<file path="config.mk">
export PLATFORM = sky130hd
export DESIGN_NAME = vending_machine_multi_flat
export DESIGN_NICKNAME = d
export VERILOG_FILES = /design/src/rtl/vending_machine_multi_if.sv /design/src/rtl/vending_machine_multi.sv /design/src/flat_wrapper.sv
export SDC_FILE = /design/constraint.sdc
export NUM_CORES = 1
export LEC_CHECK = 0
export CAP_MARGIN = 20
export CORE_AREA = 2 2 67 69
export DETAILED_ROUTE_END_ITERATION = 8
export DIE_AREA = 0 0 69 71
export PLACE_DENSITY = 0.84
export SLEW_MARGIN = 20
export SYNTH_ARGS = -nofsm -noshare
export SYNTH_HDL_FRONTEND = slang
export SYNTH_SLANG_ARGS = --single-unit
</file>
<file path="constraint.sdc">
create_clock -name clk -period 9.2 [get_ports clk]
set_clock_uncertainty 0.1 [all_clocks]
set_input_delay 1.38 -clock clk [delete_from_list [all_inputs] [get_ports clk]]
set_output_delay 1.38 -clock clk [all_outputs]
set_load 0.02 [all_outputs]
</file>
<file path="src/rtl/vending_machine_multi_if.sv">
// Signal bundle between the coin acceptor/dispenser side (master) and the vending controller
// (slave).
interface vending_machine_multi_if #(
    parameter int unsigned NUM_PRODUCTS = 4,
    parameter int unsigned CREDIT_W     = 8
);
    localparam int unsigned SelW = $clog2(NUM_PRODUCTS);

    logic [1:0]                       coin_in;
    logic                             sel_valid;
    logic [SelW-1:0]                  sel_id;
    logic                             cancel;
    logic [NUM_PRODUCTS*CREDIT_W-1:0] price_table;
    logic [NUM_PRODUCTS-1:0]          stock_empty;
    logic                             vend_valid;
    logic [SelW-1:0]                  vend_id;
    logic                             vend_ready;
    logic                             change_coin;
    logic                             coin_reject;
    logic                             sel_error;
    logic [CREDIT_W-1:0]              credit;
    logic [1:0]                       state;

    modport master (
        output coin_in, sel_valid, sel_id, cancel, price_table, stock_empty, vend_ready,
        input  vend_valid, vend_id, change_coin, coin_reject, sel_error, credit, state
    );

    modport slave (
        input  coin_in, sel_valid, sel_id, cancel, price_table, stock_empty, vend_ready,
        output vend_valid, vend_id, change_coin, coin_reject, sel_error, credit, state
    );
endinterface

</file>
<file path="src/rtl/vending_machine_multi.sv">
// Multi-product vending controller: coin credit accumulation, priced selection, valid/ready
// dispense and unit-coin change return.
module vending_machine_multi #(
    parameter int unsigned NUM_PRODUCTS = 4,
    parameter int unsigned CREDIT_W     = 8,
    parameter int unsigned COIN_A       = 5,
    parameter int unsigned COIN_B       = 10,
    parameter int unsigned COIN_C       = 20,
    parameter int unsigned CHANGE_UNIT  = 5,
    parameter int unsigned MAX_CREDIT   = 50
) (
    input logic                    clk,
    input logic                    rst,
    vending_machine_multi_if.slave bus
);
    localparam int unsigned SelW = $clog2(NUM_PRODUCTS);
    localparam int unsigned SumW = CREDIT_W + 1;

    if (MAX_CREDIT > (2 ** CREDIT_W) - 1) begin : g_max_credit_check
        $error("MAX_CREDIT does not fit in CREDIT_W");
    end
    if (NUM_PRODUCTS < 2) begin : g_num_products_check
        $error("NUM_PRODUCTS must be at least 2");
    end

    typedef enum logic [1:0] {
        StIdle   = 2'b00,
        StCredit = 2'b01,
        StVend   = 2'b10,
        StChange = 2'b11
    } state_e;

    state_e              state_q;
    logic [CREDIT_W-1:0] credit_q;
    logic [SelW-1:0]     vend_id_q;
    logic                vend_valid_q;
    logic                change_coin_q;
    logic                coin_reject_q;
    logic                sel_error_q;

    logic [SumW-1:0]     coin_val;
    logic [SumW-1:0]     credit_sum;
    logic                coin_present;
    logic                coin_fits;
    logic [CREDIT_W-1:0] price;
    logic                sel_in_range;
    logic                sold_out;
    logic                sel_ok;

    always_comb begin
        coin_val = '0;
        case (bus.coin_in)
            2'b01:   coin_val = SumW'(COIN_A);
            2'b10:   coin_val = SumW'(COIN_B);
            2'b11:   coin_val = SumW'(COIN_C);
            default: coin_val = '0;
        endcase
        coin_present = bus.coin_in != 2'b00;
        credit_sum   = {1'b0, credit_q} + coin_val;
        coin_fits    = coin_present && (credit_sum <= SumW'(MAX_CREDIT));
    end

    // Product lookup by loop so out-of-range ids (non power-of-two counts) never index past the
    // table.
    always_comb begin
        price        = '0;
        sel_in_range = 1'b0;
        sold_out     = 1'b0;
        for (int i = 0; i < NUM_PRODUCTS; i++) begin
            if (bus.sel_id == SelW'(i)) begin
                price        = bus.price_table[i*CREDIT_W +: CREDIT_W];
                sel_in_range = 1'b1;
                sold_out     = bus.stock_empty[i];
            end
        end
        sel_ok = sel_in_range && !sold_out && (credit_q >= price);
    end

    always_ff @(posedge clk) begin
        if (rst) begin
            state_q       <= StIdle;
            credit_q      <= '0;
            vend_id_q     <= '0;
            vend_valid_q  <= 1'b0;
            change_coin_q <= 1'b0;
            coin_reject_q <= 1'b0;
            sel_error_q   <= 1'b0;
        end else begin
            coin_reject_q <= 1'b0;
            sel_error_q   <= 1'b0;
            unique case (state_q)
                StIdle: begin
                    sel_error_q <= bus.sel_valid;
                    if (coin_fits) begin
                        credit_q <= credit_sum[CREDIT_W-1:0];
                        state_q  <= StCredit;
                    end else begin
                        coin_reject_q <= coin_present;
                    end
                end
                StCredit: begin
                    if (bus.cancel) begin
                        coin_reject_q <= coin_present;
                        if (credit_q == '0) begin
                            state_q <= StIdle;
                        end else begin
                            state_q       <= StChange;
                            change_coin_q <= 1'b1;
                        end
                    end else if (bus.sel_valid && sel_ok) begin
                        coin_reject_q <= coin_present;
                        credit_q      <= credit_q - price;
                        vend_id_q     <= bus.sel_id;
                        vend_valid_q  <= 1'b1;
                        state_q       <= StVend;
                    end else begin
                        // A refused selection does not block the coin of the same cycle.
                        sel_error_q <= bus.sel_valid;
                        if (coin_fits) begin
                            credit_q <= credit_sum[CREDIT_W-1:0];
                        end else begin
                            coin_reject_q <= coin_present;
                        end
                    end
                end
                StVend: begin
                    coin_reject_q <= coin_present;
                    sel_error_q   <= bus.sel_valid;
                    if (bus.vend_ready) begin
                        vend_valid_q <= 1'b0;
                        if (credit_q == '0) begin
                            state_q <= StIdle;
                        end else begin
                            state_q       <= StChange;
                            change_coin_q <= 1'b1;
                        end
                    end
                end
                StChange: begin
                    coin_reject_q <= coin_present;
                    sel_error_q   <= bus.sel_valid;
                    if (credit_q <= CREDIT_W'(CHANGE_UNIT)) begin
                        credit_q      <= '0;
                        change_coin_q <= 1'b0;
                        state_q       <= StIdle;
                    end else begin
                        credit_q <= credit_q - CREDIT_W'(CHANGE_UNIT);
                    end
                end
            endcase
        end
    end

    assign bus.state       = state_q;
    assign bus.credit      = credit_q;
    assign bus.vend_id     = vend_id_q;
    assign bus.vend_valid  = vend_valid_q;
    assign bus.change_coin = change_coin_q;
    assign bus.coin_reject = coin_reject_q;
    assign bus.sel_error   = sel_error_q;
endmodule

</file>
<file path="src/flat_wrapper.sv">
// flat-port wrapper written by rule: the top's interface ports become plain ports
module vending_machine_multi_flat 
#(
    parameter int unsigned NUM_PRODUCTS = 4,
    parameter int unsigned CREDIT_W     = 8,
    parameter int unsigned COIN_A       = 5,
    parameter int unsigned COIN_B       = 10,
    parameter int unsigned COIN_C       = 20,
    parameter int unsigned CHANGE_UNIT  = 5,
    parameter int unsigned MAX_CREDIT   = 50
)
  (clk, rst, bus_coin_in, bus_sel_valid, bus_sel_id, bus_cancel, bus_price_table, bus_stock_empty, bus_vend_ready, bus_vend_valid, bus_vend_id, bus_change_coin, bus_coin_reject, bus_sel_error, bus_credit, bus_state);
  vending_machine_multi_if #(.NUM_PRODUCTS(NUM_PRODUCTS), .CREDIT_W(CREDIT_W)) bus_i ();
  input logic clk;
  input logic rst;
  input wire logic [$bits(bus_i.coin_in)-1:0] bus_coin_in;
  input wire logic [$bits(bus_i.sel_valid)-1:0] bus_sel_valid;
  input wire logic [$bits(bus_i.sel_id)-1:0] bus_sel_id;
  input wire logic [$bits(bus_i.cancel)-1:0] bus_cancel;
  input wire logic [$bits(bus_i.price_table)-1:0] bus_price_table;
  input wire logic [$bits(bus_i.stock_empty)-1:0] bus_stock_empty;
  input wire logic [$bits(bus_i.vend_ready)-1:0] bus_vend_ready;
  output wire logic [$bits(bus_i.vend_valid)-1:0] bus_vend_valid;
  output wire logic [$bits(bus_i.vend_id)-1:0] bus_vend_id;
  output wire logic [$bits(bus_i.change_coin)-1:0] bus_change_coin;
  output wire logic [$bits(bus_i.coin_reject)-1:0] bus_coin_reject;
  output wire logic [$bits(bus_i.sel_error)-1:0] bus_sel_error;
  output wire logic [$bits(bus_i.credit)-1:0] bus_credit;
  output wire logic [$bits(bus_i.state)-1:0] bus_state;
  assign bus_i.coin_in = bus_coin_in;
  assign bus_i.sel_valid = bus_sel_valid;
  assign bus_i.sel_id = bus_sel_id;
  assign bus_i.cancel = bus_cancel;
  assign bus_i.price_table = bus_price_table;
  assign bus_i.stock_empty = bus_stock_empty;
  assign bus_i.vend_ready = bus_vend_ready;
  assign bus_vend_valid = bus_i.vend_valid;
  assign bus_vend_id = bus_i.vend_id;
  assign bus_change_coin = bus_i.change_coin;
  assign bus_coin_reject = bus_i.coin_reject;
  assign bus_sel_error = bus_i.sel_error;
  assign bus_credit = bus_i.credit;
  assign bus_state = bus_i.state;
  vending_machine_multi #(.NUM_PRODUCTS(NUM_PRODUCTS), .CREDIT_W(CREDIT_W), .COIN_A(COIN_A), .COIN_B(COIN_B), .COIN_C(COIN_C), .CHANGE_UNIT(CHANGE_UNIT), .MAX_CREDIT(MAX_CREDIT)) u_core (.clk(clk), .rst(rst), .bus(bus_i));
endmodule
</file>
# Word level (Yosys, flattened, before mapping)

Cells that the tools add are included.

Register bits after elaboration: 16
Input bits: 45
Output and inout bits: 16
Logic and storage cells: 90

Add/sub/neg operators: 3
Order comparisons: 3
Equal/unequal tests: 16
Mux-type cells: 41
Bitwise gates (word level): 1
Reductions and logical operators: 19

Operators by type and width:

| operator                                               | number |
|---|---|
| two-way mux 8 bit                                      | 8 |
| one-hot mux 8 bit (3 select lines)                     | 1 |
| two-way mux 1 bit                                      | 20 |
| one-hot mux 5 bit (3 select lines)                     | 1 |
| == test 2 bit (second input constant)                  | 6 |
| two-way mux 2 bit                                      | 6 |
| AND reduction 4 bit                                    | 3 |
| adder 8 x 5 -> 9 bit                                   | 1 |
| <= comparator 9 x 6 -> 1 bit (second input constant)   | 1 |
| greater-or-equal comparator 8 bit                      | 1 |
| <= comparator 8 x 3 -> 1 bit (second input constant)   | 1 |
| zero test 8 bit                                        | 1 |
| one-hot mux 2 bit (4 select lines)                     | 1 |
| subtractor 8 x 3 -> 8 bit (second input constant)      | 1 |
| subtractor 8 bit                                       | 1 |
| == test 2 x 1 -> 1 bit (second input constant)         | 3 |
| inequality test 2 x 1 -> 1 bit (second input constant) | 3 |
| inequality test 2 bit (second input constant)          | 3 |
| one-hot mux 1 bit (3 select lines)                     | 2 |
| nonzero test 3 bit                                     | 2 |
| logical AND 1 bit                                      | 4 |
| zero test 2 bit                                        | 2 |
| one-hot mux 1 bit (2 select lines)                     | 2 |
| nonzero test 2 bit                                     | 2 |
| other kinds (7)                                        | 7 |

# Longest topological paths before layout

Gate-level depths: netlist (run 1).

Word-level depth: 12
Gate-level depth with buffers: 14
Mapped depth without buffers: 12

# Worst setup path before layout (run 1)

Ideal clock, no wire load.

Path type: input-to-reg
Start point: in bus_sel_id[0]
End point: reg u_core.credit_q[7] (netlist: u_core.bus.credit[7])
Library setup time: 0.141 ns
Arrival time: 3.895 ns
Data required time: 8.959 ns
Setup slack: 5.064 ns
Stages on the path: 12
Buffers on the path: 1
Cells stage by stage: buf_2 -> mux4_2 -> inv_1 -> ha_1 -> nor2b_1 -> o31a_1 -> o31a_1 -> o21a_1 -> or3_1 -> a31oi_1 -> nand2b_1 -> a311oi_1

Cells in the longest elaborated chain, start to end: 12
Elaborated cells on any way between the ends: 25
Those cells by class: add/sub (1); order compare (1); eq/ne (3); mux (15); reduce/logical (5)

RTL lines:

| what                                                                                      | RTL line                     | source |
|---|---|---|
| start: declaration                                                                        | flat_wrapper.sv:18           | `input wire logic [$bits(bus_i.sel_id)-1:0] bus_sel_id;` |
| parallel branches: the longest is 9 deep, another holds greater-or-equal comparator 8 bit | n/a                          |  |
| two-way mux 8 bit *                                                                       | vending_machine_multi.sv:110 | `end else if (bus.sel_valid && sel_ok) begin` |
| two-way mux 8 bit *                                                                       | vending_machine_multi.sv:102 | `if (bus.cancel) begin` |
| one-hot mux 8 bit (3 select lines) *                                                      | vending_machine_multi.sv:91  | `unique case (state_q)` |
| end signal: assignment                                                                    | vending_machine_multi.sv:95  | `credit_q <= credit_sum[CREDIT_W-1:0];` |
| end signal: assignment                                                                    | vending_machine_multi.sv:112 | `credit_q <= credit_q - price;` |
| end signal: assignment                                                                    | vending_machine_multi.sv:120 | `credit_q <= credit_sum[CREDIT_W-1:0];` |
| end: declaration                                                                          | vending_machine_multi.sv:34  | `logic [CREDIT_W-1:0] credit_q;` |

Mark *: on every way between the ends. The select of a mux whose other input is x is not followed.
A chain may end at the register's enable or synchronous reset.

# Worst setup path after layout (run 1)

Start point: in bus_coin_in[1]
End point: reg u_core.credit_q[1] (netlist: u_core.bus.credit[1])

Cells in the longest elaborated chain, start to end: 9
Elaborated cells on any way between the ends: 12
Those cells by class: add/sub (1); order compare (1); eq/ne (3); mux (5); reduce/logical (2)

RTL lines:

| what                                                    | RTL line                                                  | source |
|---|---|---|
| start: declaration                                      | flat_wrapper.sv:16                                        | `input wire logic [$bits(bus_i.coin_in)-1:0] bus_coin_in;` |
| == test 2 bit or == test 2 x 1 -> 1 bit (tied branches) | vending_machine_multi.sv:52                               | `case (bus.coin_in)` |
| one-hot mux 5 bit (3 select lines)                      | vending_machine_multi.sv:52                               |  |
| adder 8 x 5 -> 9 bit                                    | vending_machine_multi.sv:59                               | `credit_sum = {1'b0, credit_q} + coin_val;` |
| <= comparator 9 x 6 -> 1 bit                            | vending_machine_multi.sv:60                               | `coin_fits = coin_present && (credit_sum <= SumW'(MAX_CREDIT));` |
| logical AND 1 bit                                       | vending_machine_multi.sv:60                               |  |
| two-way mux 8 bit *                                     | vending_machine_multi.sv:94, vending_machine_multi.sv:119 |  |
| two-way mux 8 bit                                       | vending_machine_multi.sv:110                              |  |
| two-way mux 8 bit                                       | vending_machine_multi.sv:102                              |  |
| one-hot mux 8 bit (3 select lines) *                    | vending_machine_multi.sv:91                               |  |

Mark *: on every way between the ends. The rest lies on a longest branch, timed or not. The select of a mux whose other input is x is not followed.

==> results of run 1 <==
==> cell families after synthesis <==
| group | count (synthesis) | synth area share |
|---|---|---|
| AOI/OAI and AO/OA | 88 | 0.293 |
| buffers and inverters | 42 | 0.0842 |
| DFF | 16 | 0.151 |
| muxes | 14 | 0.119 |
| xor gates and xnor gates | 11 | 0.0453 |
| and+or+nand+nor | 85 | 0.210 |
| adders and majority gates | 16 | 0.0978 |
==> critical path, cell delays in order <==
cell	delay (ns)
clkdlybuf4s50_1	0.52
nor2b_1	0.55
xnor2_1	0.14
ha_1	0.24
or3_4	0.33
a31o_1	0.24
a211oi_2	0.25
a31oi_1	0.07
a211o_1	0.31
a211oi_2	0.77
o21ai_1	0.18
a2111oi_2	0.37
==> layer usage <==
layer  part of all wire  track usage  wire, um  vias to the layer above
li1                   -            -         -                     1112
met1               0.41        0.321      2510                     1074
met2               0.51        0.455      3100                      103
met3              0.059       0.0356       358                       14
met4              0.021       0.0959       129                        0
met5                  0            0         0                        -
==> worst paths after layout <==
| check | from | endpoint | slack [ns] | cells after the start |
|---|---|---|---|---|
| worst max-delay path | bus_coin_in[1] | u_core.bus.credit[1] | 3.89 | 12 |
| worst min-delay path | u_core.bus.vend_id[1] | u_core.bus.vend_id[1] | 0.41 | 2 |
| worst max register to register | u_core.bus.credit[1] | u_core.bus.credit[1] | 5.24 | 11 |
| worst min register to register | u_core.bus.vend_id[1] | u_core.bus.vend_id[1] | 0.41 | 2 |
==> sequential cells by signal (all words and copies together), names as in the netlist <==
| register | flops |
|---|---|
| u_core.bus.vend_id | 2 |
| u_core.bus.state | 2 |
| u_core.bus.sel_error | 1 |
| u_core.bus.vend_valid | 1 |
| u_core.bus.coin_reject | 1 |
| u_core.bus.change_coin | 1 |
| u_core.bus.credit | 8 |
==> final cells by class <==
type	count	area [um2]
Clock buffer	4	55.1
Inverter	23	86.3
Fill cell	386	1440
Tap cell	52	65.1
Multi-Input combinational cell	214	1630
Timing Repair Buffer	61	608
Sequential cell	16	320
==> layout by cell type (no fill, tap or decap), drive strengths merged, types with 2 or more instances in the layout <==
master | Yosys | layout
nand2b | 3 | 3
or2 | 2 | 2
o31ai | 2 | 2
xnor2 | 10 | 10
clkbuf | 13 | 4
and4 | 2 | 2
ha | 15 | 15
o21a | 4 | 4
nand4 | 3 | 3
a211oi | 9 | 9
a21oi | 17 | 17
nor2b | 5 | 5
o31a | 4 | 4
o311ai | 4 | 4
mux2i | 5 | 5
nor3b | 2 | 2
nand3 | 7 | 7
a311oi | 4 | 4
nor3 | 5 | 5
nor4 | 4 | 4
o211ai | 3 | 3
clkdlybuf4s50 | 0 | 60
dfxtp | 16 | 16
a31oi | 5 | 5
or3 | 3 | 3
mux4 | 9 | 9
a2111oi | 3 | 3
and2 | 4 | 4
o21ai | 23 | 23
nor2 | 31 | 31
nand2 | 10 | 10
inv | 23 | 23
==> per-stage QoR <==
stage | cells | hold slack (ns)
CTS | 370 | 0.417
global placement | 366 | 0.382
floorplan | 272 | 0.470
finish | 370 | 0.408
detailed placement | 366 | 0.389
global route | 370 | 0.446
==> power groups by stage <==
stage / Sequential, mW / Clock [mW] / Combinational [mW]
after floorplan: 0.138 / 0 / 0.370
after global placement: 0.145 / 0 / 0.486
after detailed placement: 0.145 / 0 / 0.498
after CTS: 0.144 / 0.0649 / 0.503
after global routing: 0.151 / 0.0692 / 0.558
final: 0.146 / 0.0648 / 0.505
==> results.toml, run 1 <==
[timing]
slew_headroom = 0.378
fin_crit_ns = 5.31
hold_viol = 0
setup-violations-final = 0
fmax_mhz = 188
final_max_slew_viol_count = 0
fin_ws_ns = 3.89
rsz0062_at_grt = "no"
period_share = 0.578
worst_slew_pin_slew_ns = 0.931
setup_tns_ns = 0

[drt]
wl_per_cell_um = 16.5
drtAntennaViolNets = 0
vias_per_cell = 6.22
vias = 2303
wl_mm = 6.10
first_pass_iters = 4
drcViolationCount = 0
drt_iter0_markers = 187

[cells_and_area]
area_growth_pct = 29.9
drive_gt1_frac = 0.0849
fin_nets = 380
final_util = 0.657
finalInstanceArea_mm2 = 0.00276
antenna_cells = 0

[floorplan]
dieWidth_um = 69
fp.dieH_um = 71
core_mm2 = 0.00420
start_util = 0.505
num_rows = 24
dieArea_mm2 = 0.00490
pin_count = 61

[clocking]
ctsResizeCount = 0
htreeDepth = 1
cts-buffers-inserted = 3
root_buffer = "clkbuf_8"
cts_tree = "built"
clock_latency_ns = 0.26
clk_pin_slew_ns = 0.07
postCtsHoldBufs = 0
postCtsSetupBuffers = 0
cts_buffer_depth = 2
cts_sinks = 16

[worst_setup_path]
critical_path_class = "in2reg"
startpoint_type = "input port"
cp.required_ns = 9.25
setup.worst_path.end_class = "flip-flop"
critical_path.max_fanout = 11
arrival_ns = 5.37

[job]
cap_violations = 0

[synthesis]
synth.top_cells.by_area = "dfxtp_1 15%, mux4_2 9.5%, ha_1 8.8%"
ys_types = 59
async_reset_ff_frac = 0
yosysWarnings = 0
synth-edff-count = 0
synth-seq-area-share = 0.151
synth_common_cells = "31 x nor2_1, 22 x inv_1, 19 x o21ai_0, 17 x a21oi_1, 16 x dfxtp_1"
netlist_area_mm2 = 0.00212
synth_area_per_cell_um2 = 7.81
synth_cells = 272
yosysTopAreaCell = "dfxtp_1"
netlist.area_leader.share = 0.151
synth_most_common_cell = "nor2_1"
synth_nets = 333
yosys_register_bits = 16
ys.flop_type = "dfxtp_1"

[hold_path]
min_path_type = "reg2reg"

[placed_design]
dp_slack_ns = 3.63
place_congestion = 0.933
dp.final_hpwl_mm = 4.75
placed_area_mm2 = 0.00271
port_buffers = 60

[outcome]
status = "finished clean"

[grt]
grt_max_degree = 22
grt_pass1_vias = 2344
grt_pass1_wl_mm = 10.6
grt_overflow_total = 0
antenna_found_initial = 0
gr-usage-all-layers = 0.258

[power]
p_total_mw = 0.717
p_int_mw = 0.357
sw_frac_of_total = 0.501
powerDensity_mw_per_mm2 = 260
ir_drop_uv = 170
power_leakage_nw = 0.999
p_switching_mw = 0.359
power.clock.fraction = 0.090
sequentialPowerShare = 0.204
comb_power_share = 0.705
Power figures use the tool's default switching activity.
==> run 2: changes to the inputs <==
--- a/config.mk
+++ b/config.mk
@@ -6,10 +6,10 @@
 export NUM_CORES = 1
 export LEC_CHECK = 0
 export CAP_MARGIN = 20
-export CORE_AREA = 2 2 67 69
+export CORE_AREA = 2 2 69 71
 export DETAILED_ROUTE_END_ITERATION = 8
-export DIE_AREA = 0 0 69 71
-export PLACE_DENSITY = 0.84
+export DIE_AREA = 0 0 71 73
+export PLACE_DENSITY = 0.8
 export SLEW_MARGIN = 20
 export SYNTH_ARGS = -nofsm -noshare
 export SYNTH_HDL_FRONTEND = slang
==> constraint.sdc (replaced) <==
create_clock -name clk -period 5 [get_ports clk]
set_clock_uncertainty 0.1 [all_clocks]
set_input_delay 0.75 -clock clk [delete_from_list [all_inputs] [get_ports clk]]
set_output_delay 0.75 -clock clk [all_outputs]
set_load 0.02 [all_outputs]
==> run 2 against run 1 <==
Effect of this change: clock-buffer cell count stayed put; critical endpoint unchanged; register-to-register slack worse by 3.7 ns; highest routed layer unchanged; routed wire length is 5.0% lower; critical path type unchanged; die area is 5.8% higher; utilization is 4.1 points lower.
==> results.toml, run 2 (synthesis gave the netlist of run 1 again) <==
[drt]
vias_per_cell = 6.08
first_pass_iters = 4
drtAntennaViolNets = 0
drt_iter0_markers = 154
vias = 2285
wl_per_cell_um = 15.4
wl_mm = 5.79
drcViolationCount = 0

[cells_and_area]
fillCellCount = 392
antenna_cells = 0
area_growth_pct = 31.4
largest_reg_flops = 8
drive_gt1_frac = 0.0963
fin_nets = 384
final_common_cell = "clkdlybuf4s50_1"
multiInputGateArea_mm2 = 0.00163
layout.cells.non_filler = 376
register_area_um2 = 320
layout_common_cells = "60 x clkdlybuf4s50_1, 31 x nor2_1, 22 x inv_1, 19 x o21ai_0, 17 x a21oi_1"

[hold_path]
min_path_type = "reg2reg"
min_to = "u_core.bus.vend_id[0]"
holdPathStages = 2
min_from = "u_core.bus.vend_id[0]"

[floorplan]
num_rows = 25
dieWidth_um = 71
core_mm2 = 0.00454
start_util = 0.468
pin_count = 61
fp.dieH_um = 73
dieArea_mm2 = 0.00518

[timing]
setup-violations-final = 0
period_share = 0.839
final_max_slew_viol_count = 0
rsz0062_at_grt = "no"
fin_crit_ns = 4.19
worst_slew_pin_slew_ns = 0.813
slew_headroom = 0.456
setup_tns_ns = 0
hold_viol = 0
fmax_mhz = 239

[worst_setup_path]
critical_path_class = "in2reg"
setup.worst_path.end_class = "flip-flop"
rr_startpoint = "u_core.bus.credit[1]"
crit_top_cell = "a211oi_2"
critPathSlowestCell = "nor2b_1"
cp.required_ns = 5.06
timing.critical_path.max_delay_family = "compound AO/OA/AOI/OAI gates"
startpoint_type = "input port"
reg2reg_slack_ns = 1.57
worstSetupStartpoint = "bus_coin_in[1]"
reg2regPathDepth = 12
reg2reg_to = "u_core.bus.credit[1]"
arrival_ns = 4.25
critical_path.max_fanout = 11
path_buf_inv = 2
slowest_delay_ns = 0.57
cp_cell_sequence = "clkdlybuf4s50_1 -> nor2b_1 -> xnor2_1 -> ha_1 -> or3_4 -> a31o_1 -> a211oi_2 -> a31oi_1 -> a211o_1 -> a211oi_2 -> buf_4 -> o21ai_1 -> a2111oi_2"

[job]
cap_violations = 0

[clocking]
ctsResizeCount = 0
cts_tree = "built"
postCtsHoldBufs = 0
cts_sinks = 16
clk_pin_slew_ns = 0.08
root_buffer = "clkbuf_8"
htreeDepth = 1
cts_buffer_depth = 2
clock_latency_ns = 0.26
postCtsSetupBuffers = 0
cts-buffers-inserted = 3

[grt]
gr-usage-all-layers = 0.236
antenna_found_initial = 0
grt_pass1_wl_mm = 9.97
grt_pass1_vias = 2179
grt_max_degree = 22
grt_overflow_total = 0

[power]
ir_drop_uv = 190
powerDensity_mw_per_mm2 = 474
power_leakage_nw = 1.02

[outcome]
status = "finished clean"

[placed_design]
placed_cells_incl_taps = 372
dp.final_hpwl_mm = 4.56
place_congestion = 0.859
port_buffers = 60
[run 2: changes by cell type in the layout (fill, tap and decap cells not counted)]
| cell | before | now |
|---|---|---|
| buf_4 | 1 | 5 |
[run 2: cell type report]
cell class	count	area share
Clock buffer	4	0.0197
Tap cell	54	0.0242
Inverter	23	0.0309
Timing Repair Buffer	65	0.228
Sequential cell	16	0.115
Multi-Input combinational cell	214	0.582
[run 2: power breakdown]
part,total [mW],switching (mW),internal [mW]
Sequential,0.269,0.103,0.166
Clock,0.124,0.0539,0.0701
Combinational,0.931,0.494,0.437
Total,1.32,0.650,0.674
[run 2: metal layers]
layer	track usage	part of all wire
met5	0	0
met4	0.0587	0.011
met3	0.0331	0.070
met2	0.412	0.49
met1	0.308	0.43
[run 2: per-stage QoR]
| step | setup slack, ns | power [mW] | hold WS [ns] | cell area, um2 | util |
|---|---|---|---|---|---|
| 3_5_place_dp | 0.585 | 1.19 | 0.393 | 2740 | 0.604 |
| 3_3_place_gp | 0.728 | 1.17 | 0.371 | 2740 | 0.604 |
| 2_1_floorplan | 1.49 | 0.934 | 0.470 | 2120 | - |
| 5_1_grt | 0.575 | 1.44 | 0.445 | 2790 | 0.616 |
| 6_report | 0.807 | 1.32 | 0.405 | 2790 | 0.616 |
| 4_1_cts | 0.849 | 1.31 | 0.412 | 2790 | 0.616 |
[run 2: worst register-to-register path, stage by stage, from the launching register on]
cell and delay [ns]:
dfxtp_1 0.56, inv_1 0.23, xnor2_1 0.18, ha_1 0.24
or3_4 0.34, a31o_1 0.24, a211oi_2 0.21, a31oi_1 0.06
a211o_1 0.30, a211oi_2 0.18, buf_4 0.22, o21ai_1 0.11
a2111oi_2 0.36
[run 2: how the worst max path moves through the flow]
stage               depth (start not counted)                   end
finish                                     13  u_core.bus.credit[1]
global route                               13  u_core.bus.credit[1]
CTS                                        13  u_core.bus.credit[1]
detailed placement                         13  u_core.bus.credit[1]
global placement                           13  u_core.bus.credit[1]
floorplan                                  12  u_core.bus.credit[7]
